`src/rtl/instr_loader.sv`:
```
// Boot loader: takes a little-endian byte stream (word count N, then N words),
// writes each word into instruction memory, sends one ack byte, then holds done.
module instr_loader #(
  parameter int         DEPTH    = 32768,
  parameter logic [7:0] ACK_BYTE = 8'hAA
) (
  input  logic        clk,
  input  logic        rst,
  input  logic        rx_valid,
  input  logic [7:0]  rx_data,
  output logic        rx_ready,
  output logic        we,
  output logic [31:0] waddr,
  output logic [31:0] wdata,
  output logic        tx_valid,
  output logic [7:0]  tx_data,
  input  logic        tx_ready,
  output logic        done,
  output logic        overflow
);

  // LAST is the write-pulse cycle of the final word: no byte is taken there,
  // so nothing past the program can be swallowed before the ack goes out.
  typedef enum logic [2:0] {LEN, DATA, LAST, ACK, DONE} state_t;

  state_t      state;
  logic [1:0]  bidx;
  logic [31:0] word_idx;
  logic [31:0] n;
  logic [31:0] asm_w;
  logic        hs;
  logic [31:0] word;

  assign hs      = rx_valid && rx_ready;
  assign word    = {rx_data, asm_w[31:8]};
  assign tx_data = ACK_BYTE;

  always_ff @(posedge clk) begin
    if (rst) begin
      state    <= LEN;
      bidx     <= 2'd0;
      word_idx <= 32'd0;
      n        <= 32'd0;
      asm_w    <= 32'd0;
      rx_ready <= 1'b0;
      we       <= 1'b0;
      waddr    <= 32'd0;
      wdata    <= 32'd0;
      tx_valid <= 1'b0;
      done     <= 1'b0;
      overflow <= 1'b0;
    end else begin
      we <= 1'b0;
      case (state)
        LEN: begin
          rx_ready <= 1'b1;
          if (hs) begin
            asm_w <= word;
            bidx  <= bidx + 2'd1;
            if (bidx == 2'd3) begin
              n        <= word;
              word_idx <= 32'd0;
              overflow <= overflow | (word > 32'(DEPTH));
              if (word == 32'd0) begin
                state    <= ACK;
                rx_ready <= 1'b0;
                tx_valid <= 1'b1;
              end else begin
                state <= DATA;
              end
            end
          end
        end
        DATA: begin
          if (hs) begin
            asm_w <= word;
            bidx  <= bidx + 2'd1;
            if (bidx == 2'd3) begin
              // words past capacity are still counted, just not written
              we       <= (word_idx < 32'(DEPTH));
              waddr    <= {word_idx[29:0], 2'b00};
              wdata    <= word;
              word_idx <= word_idx + 32'd1;
              if (word_idx + 32'd1 == n) begin
                state    <= LAST;
                rx_ready <= 1'b0;
              end
            end
          end
        end
        LAST: begin
          state    <= ACK;
          tx_valid <= 1'b1;
        end
        ACK: begin
          if (tx_ready) begin
            state    <= DONE;
            tx_valid <= 1'b0;
            done     <= 1'b1;
          end
        end
        default: begin
          rx_ready <= 1'b0;
          tx_valid <= 1'b0;
        end
      endcase
    end
  end

endmodule

```
`config.mk`:
```
export PLATFORM = sky130hd
export DESIGN_NAME = instr_loader
export DESIGN_NICKNAME = d
export VERILOG_FILES = /design/src/rtl/instr_loader.sv
export SDC_FILE = /design/constraint.sdc
export NUM_CORES = 1
export LEC_CHECK = 0
export ABC_CLOCK_PERIOD_IN_PS = 10100
export CORE_MARGIN = 4
export CORE_UTILIZATION = 60
export CTS_BUF_LIST = sky130_fd_sc_hd__clkbuf_4 sky130_fd_sc_hd__clkbuf_8
export DETAILED_ROUTE_END_ITERATION = 12
export PLACE_DENSITY = 0.93
export SYNTH_ARGS = -nofsm -noshare
export SYNTH_HDL_FRONTEND = slang
export SYNTH_SLANG_ARGS = --single-unit
```
`constraint.sdc`:
```
create_clock -name clk -period 10.1 [get_ports clk]
set_input_delay 1.01 -clock clk [delete_from_list [all_inputs] [get_ports clk]]
set_output_delay 1.01 -clock clk [all_outputs]
set_load 0.01 [all_outputs]
```
; Word level (Yosys, flattened, before mapping)
; Index checks and enable logic that the tools add are counted.
[word_totals]
reg_bits = 168
input_bits = 12
output_inout_bits = 77
wordCells = 74
[op_classes]
addsub = 2
order_cmp = 2
eq_ne = 12
muxes = 25
n_bitwise = 5
reduce_logical = 16
[ops]
columns = cell, count
row1 = $mux W32, 4
row2 = $pmux W32 S2, 1
row3 = $add A32 B1 Y32 const B, 1
row4 = $eq A32 B32 Y1, 1
row5 = $gt A32 B16 Y1 const B, 1
row6 = $logic_not A32 Y1, 1
row7 = $lt A32 B16 Y1 const B, 1
row8 = $mux W3, 6
row9 = $ne A2 B2 Y1 const B, 7
row10 = $pmux W3 S4, 1
row11 = $mux W1, 10
row12 = $reduce_and A5 Y1, 2
row13 = $reduce_and A7 Y1, 1
row14 = $eq A3 B2 Y1 const B, 2
row15 = $reduce_and A3 Y1, 2
row16 = $not A1 Y1, 4
row17 = $pmux W1 S4, 1
row18 = $reduce_and A2 Y1, 2
row19 = $reduce_and A4 Y1, 1
row20 = $reduce_bool A4 Y1, 1
row21 = $reduce_or A2 Y1, 2
row22 = $reduce_or A4 Y1, 1
row23 = $eq A3 B1 Y1 const B, 1
row24 = $logic_not A3 Y1, 1
row25 = 7 further kinds, 7

; Longest topological paths before layout
; Gate-level depths: netlist (run 1).
[logic_depth]
depth_word = 6
depth_mapped = 12
depth_no_buf = 8

; Least setup slack after synthesis (run 1)
; No wires, ideal clock.
[synth_path]
kind = reg2reg
start = register word_idx[0]
end = register state[0]
setup_time_ns = 0.115
arrival_time_ns = 3.108
t_required_ns = 9.985
setup_slack_ns = 6.878
stages_incl_launch_ff = 11
path_buffers = 2
period_less_slack_ns = 3.222
path_cell_list = dfxtp_1 -> ha_1 -> nand3_1 -> buf_2 -> or3_2 -> clkbuf_1 -> xnor2_1 -> a2111o_1 -> or4_1 -> or4_4 -> o21a_1
[synth_between]
elab_chain_cells = 4
[synth_rtl]
columns = item, line
row1 = start: declaration, 28  ; logic [31:0] word_idx;
row2 = start signal: assignment, 83  ; word_idx <= word_idx + 32'd1;
row3 = $add A32 B1 Y32, 84  ; if (word_idx + 32'd1 == n) begin
row4 = $eq A32 B32 Y1, 84
row5 = $ne A2 B2 Y1 (no source line), n/a
row6 = $reduce_and A7 Y1 (no source line), n/a
row7 = end signal: assignment, 85  ; state <= LAST;
row8 = end signal: assignment, 92  ; state <= ACK;
row9 = end signal: assignment, 97  ; state <= DONE;
row10 = end: declaration, 26  ; state_t state;
; Every way passes these cells.
; A chain may end at the register's enable or synchronous reset.

; Worst setup path in the final report (run 1)
[layout_path]
start = input port rx_valid
end = register word_idx[12]
[layout_between]
elab_chain_cells = 3
elab_cells_between_ends = 4
classes_between = eq/ne (2) / reduce/logical (2)
[layout_rtl]
columns = item, line
row1 = start: declaration, 9  ; input logic rx_valid,
row2 = $logic_and A1 B1 Y1 (*), 34  ; assign hs = rx_valid && rx_ready;
row3 = $ne A2 B2 Y1 (no source line), n/a
row4 = $reduce_and A5 Y1 (no source line) (*), n/a
; Mark *: on every way between the ends. The rest lies on a longest branch, timed or not.

==> out/qor.yml, run 1 <==
cts_tree: "done"
cp.arrival_ns: 4.69
critPathMaxFanout: 78
drtIter0Drc: 918
grt_overflow: 0
first_pass_iters: 5
fin_crit_sh_pct: 42.4
num_rows: 40
max_cap_violations: 0
cts.repair.resized: 0
critPathKind: "primary input to flop"
tightest_slew_ns: 0.997
ys_ff_latch: 160
antenna_found_initial: 0
p_clk_share_pct: 40.0
synth.distinct_cells: 59
synth_top_area_cell: "dfxtp_1"
hpwl_um: 14100
switching_power_mw: 0.307
fmax_mhz: 234
leakagePower_nw: 2.79
clk_latency_ns: 0.48
avgSynthCellArea_um2: 7.39
synth_commonest_cells: "289 x nand2_1, 160 x dfxtp_1, 155 x a21oi_1, 66 x clkbuf_1, 46 x nor2_1"
track_usage_pct: 28.7
synth_ff_type: "dfxtp_1"
rsz0062_at_grt: "no"
core_area_mm2: 0.0122
n_fill_cell: 1010
sw_frac_of_total_pct: 26.5
clock_path_buffers: 2
grt_max_degree: 90
routed_via_density: 5.98
layout.nets: 1049
postCtsSetupRepairBufs: 0
grt_pass1_vias: 6507
cts_root_buf: "clkbuf_8"
path_clk_slew_ns: 0.08
fin_crit_ns: 4.28
utilization_pct: 70.5
slew_headroom_pct: 33.5
fin_total_pwr_mw: 1.16
die_w_um: 120
initial_core_util_pct: 61.8
finalSetupViolations: 0
synthArstFlopShare_pct: 0
seq_area_frac_synth_pct: 42.6
cts_made_buffers: 17
worstHoldPathType: "flop to flop"
area_delta_synth_final_pct: 14.0
grt_pass1_wl_um: 33300
seqPwrFrac_pct: 55.5
ios: 89
drive_gt1_share_pct: 5.06
worstSetupEndpointType: "flop"
io_buffers: 78
drv_slew: 0
start_kind: "primary input"
hold_violations: 0
seq_area_mm2: 0.00320
netlist_area_mm2: 0.00752
die_area_mm2: 0.0144
critical_path.cell_chain: "clkdlybuf4s50_1, and3_1, and2_1, nand2_2, buf_4, or3_1, a21oi_1"
die_y_um: 120
clock_skew_ns: 0.0121
p_per_area_mw_per_mm2: 135
ir_drop_v: 0.000178
synth_cells: 1018
drt_wl_total_um: 20500
crit_path_top_delay_cell: "and3_1"
multi_input_area_mm2: 0.00392
h-tree-depth: 4
setup_tns_ns: 0
synth_area_leaders: "dfxtp_1 43%, nand2_1 14%, a21oi_1 10%"
synth_top_area_share_pct: 42.6
synth-edff-count: 0
hold_buffers: 0
max_stage_delay_ns: 0.84
drcViolationCount: 0
outcome: "completed"
crit_required_ns: 10.51
yosysWarningCount: 0
drt-wirelength-per-cell_um: 16.9
antenna_cells: 0
gp_congestion: 0.962
yosysMostFrequentCell: "nand2_1"
clock-sinks: 160
ant_nets: 0
intPower_mw: 0.854
vias: 7269
combPwrFrac_pct: 4.6
-- power by group through the flow --
stage	combinational [mW]	clock (mW)	sequential, mW
2_1_floorplan	0.0388	0	0.655
3_3_place_gp	0.0503	0	0.659
3_5_place_dp	0.0515	0	0.659
4_1_cts	0.0520	0.465	0.644
5_1_grt	0.0580	0.494	0.646
6_report	0.0529	0.464	0.645
-- critical path, delay by kind of cell --
family | cells | cell delay, ns
simple gates | 4 | 2.49
buf+inv | 2 | 0.97
compound gates | 1 | 0.14
-- cell type report --
class | instances | area share (%)
Timing Repair Buffer | 84 | 9.60
Tap cell | 168 | 2.45
Inverter | 10 | 0.438
Sequential cell | 160 | 37.4
Clock inverter | 15 | 1.74
Multi-Input combinational cell | 762 | 45.7
Clock buffer | 17 | 2.73
-- path summary, 6_finish.rpt --
check	start	to	slack, ns	cells past startpoint
max reg2reg	state[2]$_SDFFE_PP0P_	word_idx[12]$_SDFFE_PP0P_	6.07	7
min reg2reg	waddr[13]$_SDFFE_PP0P_	waddr[13]$_SDFFE_PP0P_	0.45	2
min	waddr[13]$_SDFFE_PP0P_	waddr[13]$_SDFFE_PP0P_	0.45	2
max	rx_valid	word_idx[12]$_SDFFE_PP0P_	5.82	7
-- routing by layer --
metal / wire length [µm] / GRT usage (%) / part of all wire, % / vias to the layer above
met5: 0 / 0 / 0 / -
met4: 877 / 14.2 / 4.3 / 0
met3: 1540 / 6.17 / 7.5 / 74
met2: 9470 / 44.5 / 46 / 333
met1: 8640 / 38.0 / 42 / 3357
li1: - / - / - / 3505
-- stage by stage --
stage	hold WS [ns]	area (µm²)	instances	worst slack, ns
floorplan	0.436	7550	1026	6.88
global placement	0.441	8190	1184	5.43
detailed placement	0.446	8190	1184	5.38
CTS	0.458	8570	1216	5.84
global route	0.471	8570	1216	5.62
finish	0.454	8570	1216	5.82
-- layout by cell type (no fill, tap or decap), types with 3 or more instances in the layout --
| cell | Yosys | routed |
|---|---|---|
| conb_1 | 2 | 10 |
| nand2b_1 | 6 | 6 |
| inv_1 | 10 | 10 |
| a21oi_1 | 155 | 155 |
| or4_1 | 8 | 8 |
| dfxtp_1 | 160 | 160 |
| a31oi_1 | 6 | 6 |
| inv_6 | 0 | 5 |
| and3_1 | 9 | 9 |
| inv_8 | 0 | 3 |
| or3_1 | 7 | 7 |
| nor2_1 | 46 | 45 |
| clkinvlp_4 | 0 | 3 |
| buf_4 | 10 | 7 |
| xnor2_1 | 26 | 26 |
| and2_1 | 6 | 6 |
| o21ai_0 | 19 | 19 |
| clkbuf_8 | 0 | 17 |
| clkdlybuf4s50_1 | 0 | 77 |
| o21a_1 | 4 | 4 |
| nand2_1 | 289 | 288 |
| nor4_1 | 16 | 15 |
| xor2_1 | 15 | 15 |
| nor4_2 | 2 | 3 |
| a21boi_0 | 3 | 3 |
| and4_1 | 15 | 15 |
| a22oi_1 | 4 | 4 |
| nand4_1 | 19 | 19 |
| nor2b_1 | 3 | 3 |
| nand3_1 | 23 | 23 |
| nor3_1 | 33 | 33 |
| o2111ai_1 | 3 | 3 |
-- registers in the layout, summed over array words and instances (netlist names) --
register / count
overflow: 1
done: 1
we: 1
asm_w: 24
word_idx: 32
tx_valid: 1
rx_ready: 1
n: 32
state: 3
wdata: 32
bidx: 2
waddr: 30
-- cells by family (layout without fill, tap and decap cells) --
group / count (synthesis) / in the layout / synth area share [%]
other: 2 / 10 / 0.0999
buffers and inverters: 104 / 126 / 5.94
muxes: 1 / 1 / 0.133
AOI/OAI and AO/OA: 215 / 215 / 15.9
xor gates and xnor gates: 41 / 41 / 4.77
adders and majority gates: 2 / 2 / 0.333
DFF: 160 / 160 / 42.6
and+or+nand+nor: 493 / 493 / 30.3
Power figures use the tool's default switching activity.
==> run 2: changes to the inputs <==
ABC_CLOCK_PERIOD_IN_PS = 4150   (was 10100)
CORE_UTILIZATION = 58   (was 60)
PLACE_DENSITY = 0.9   (was 0.93)
clock period = 4.15 ns   (was 10.1 ns; I/O delays follow)
==> out/qor.yml, run 2 (synthesis results as in run 1) <==
hpwl_um: 14700
fin_ws_ns: 0.535
rsz0062_at_grt: "no"
drt-wirelength-per-cell_um: 17.3
cts.repair.resized: 0
max_cap_violations: 0
antenna_cells: 0
crit_required_ns: 4.52
routed_via_density: 5.97
grt_pass1_vias: 6492
vias: 7329
num_rows: 41
max_stage_delay_ns: 0.74
ant_nets: 0
track_usage_pct: 28.7
core_area_mm2: 0.0127
ir_drop_v: 0.000255
cts_root_buf: "clkbuf_8"
drv_slew: 0
r2r_start: "word_idx[0]$_SDFFE_PP0P_"
grt_pass1_wl_um: 33400
h-tree-depth: 4
path_delay_family: "simple AND/OR/NAND/NOR gates"
clock_skew_ns: 0.0108
grt_overflow: 0
postCtsSetupRepairBufs: 0
hold_buffers: 0
clock-sinks: 160
path_clk_slew_ns: 0.09
grt_max_degree: 97
finalSetupViolations: 0
reg_top3: "n x32, wdata x32, word_idx x32"
die_area_mm2: 0.0149
clk_latency_ns: 0.48
n_fill_cell: 1082
dpl-instance-area_mm2: 0.00826
critPathKind: "flop to flop"
setup_tns_ns: 0
final_cell_area_mm2: 0.00865
antenna_found_initial: 0
leakagePower_nw: 2.84
start_kind: "flop"
cp.arrival_ns: 3.99
die_w_um: 122
slew_headroom_pct: 31.8
initial_core_util_pct: 59.4
ios: 89
path_buf_inv: 0
cts_made_buffers: 17
layout_common_cells: "288 x nand2_1, 160 x dfxtp_1, 155 x a21oi_1, 77 x clkdlybuf4s50_1, 45 x nor2_1"
first_pass_iters: 5
fmax_mhz: 277
drive_gt1_share_pct: 5.69
tightest_slew_ns: 1.02
holdWs_ns: 0.456
drcViolationCount: 0
gp_congestion: 0.971
fin_crit_ns: 3.61
clock_path_buffers: 2
worstHoldStart: "waddr[28]$_SDFFE_PP0P_"
crit_start: "word_idx[0]$_SDFFE_PP0P_"
post-place-ws_ns: 0.581
worst_path_most_repeated_cell: "or4_1"
crit_path_top_delay_cell: "or4_1"
worstSetupEndpointType: "flop"
drtIter0Drc: 707
p_per_area_mw_per_mm2: 328
die_y_um: 122
area_delta_synth_final_pct: 15.0
fin_crit_sh_pct: 87.1
drt_wl_total_um: 21300
layout_commonest_cell: "nand2_1"
hold_violations: 0
critical_path.cell_chain: "ha_1, nand3_1, or4_1, nor4_2, o22ai_1, or4_1, or4_4, o21a_1"
layout.nets: 1056
worstHoldPathType: "flop to flop"
outcome: "completed"
io_buffers: 78
critPathMaxFanout: 11
cts_tree: "done"
==> run 2: changes by cell type in the layout (fill, tap and decap cells not counted) <==
cell        previous run  this run
clkinv_4               1         2
clkbuf_4               0         1
buf_4                  7        13
clkinv_2               2         1
clkinvlp_4             3         2
buf_12                 0         1
==> run 2: path summary, 6_finish.rpt <==
path              depth (start not counted)  slack, ns                endpoint
hold / removal                            2       0.46  waddr[28]$_SDFFE_PP0P_
setup / recovery                          8       0.54   state[0]$_SDFFE_PP0P_
hold reg to reg                           2       0.46  waddr[28]$_SDFFE_PP0P_
setup reg to reg                          8       0.54   state[0]$_SDFFE_PP0P_
==> run 2: layout make-up <==
class	count	area, µm²	area share (%)
timing repair buffer	91	888	10.3
inverter	10	37.5	0.434
sequential	160	3200	37.0
tap	172	215	2.49
multi-input combinational	762	3920	45.3
clock inverter	14	145	1.68
clock buffer	18	241	2.79
==> run 2: stage by stage <==
step	power, mW	utilization (%)	instances
after CTS	2.85	68.3	1227
after global placement	1.73	65.2	1195
after floorplan	1.69	-	1026
after global routing	2.93	68.3	1227
after detailed placement	1.73	65.2	1195
final	2.84	68.3	1227
==> run 2: per-layer routing <==
metal / part of all wire [%] / global-route usage, %
met1: 41 / 37.5
met2: 46 / 43.5
met3: 8.1 / 6.78
met4: 5.1 / 16.5
met5: 0 / 0
==> run 2: where the power goes <==
| group | internal (mW) | switching (mW) | total [mW] |
|---|---|---|---|
| combinational | 0.0416 | 0.0860 | 0.128 |
| sequential | 1.55 | 0.0247 | 1.57 |
| clock | 0.502 | 0.635 | 1.14 |
==> run 2: worst register-to-register path, delay by kind of cell, from the launching register on <==
family,cells,cell delay (ns)
and+or+nand+nor,5,2.47
AOI/OAI and AO/OA,2,0.28
DFF,1,0.48
adders and majority gates,1,0.28
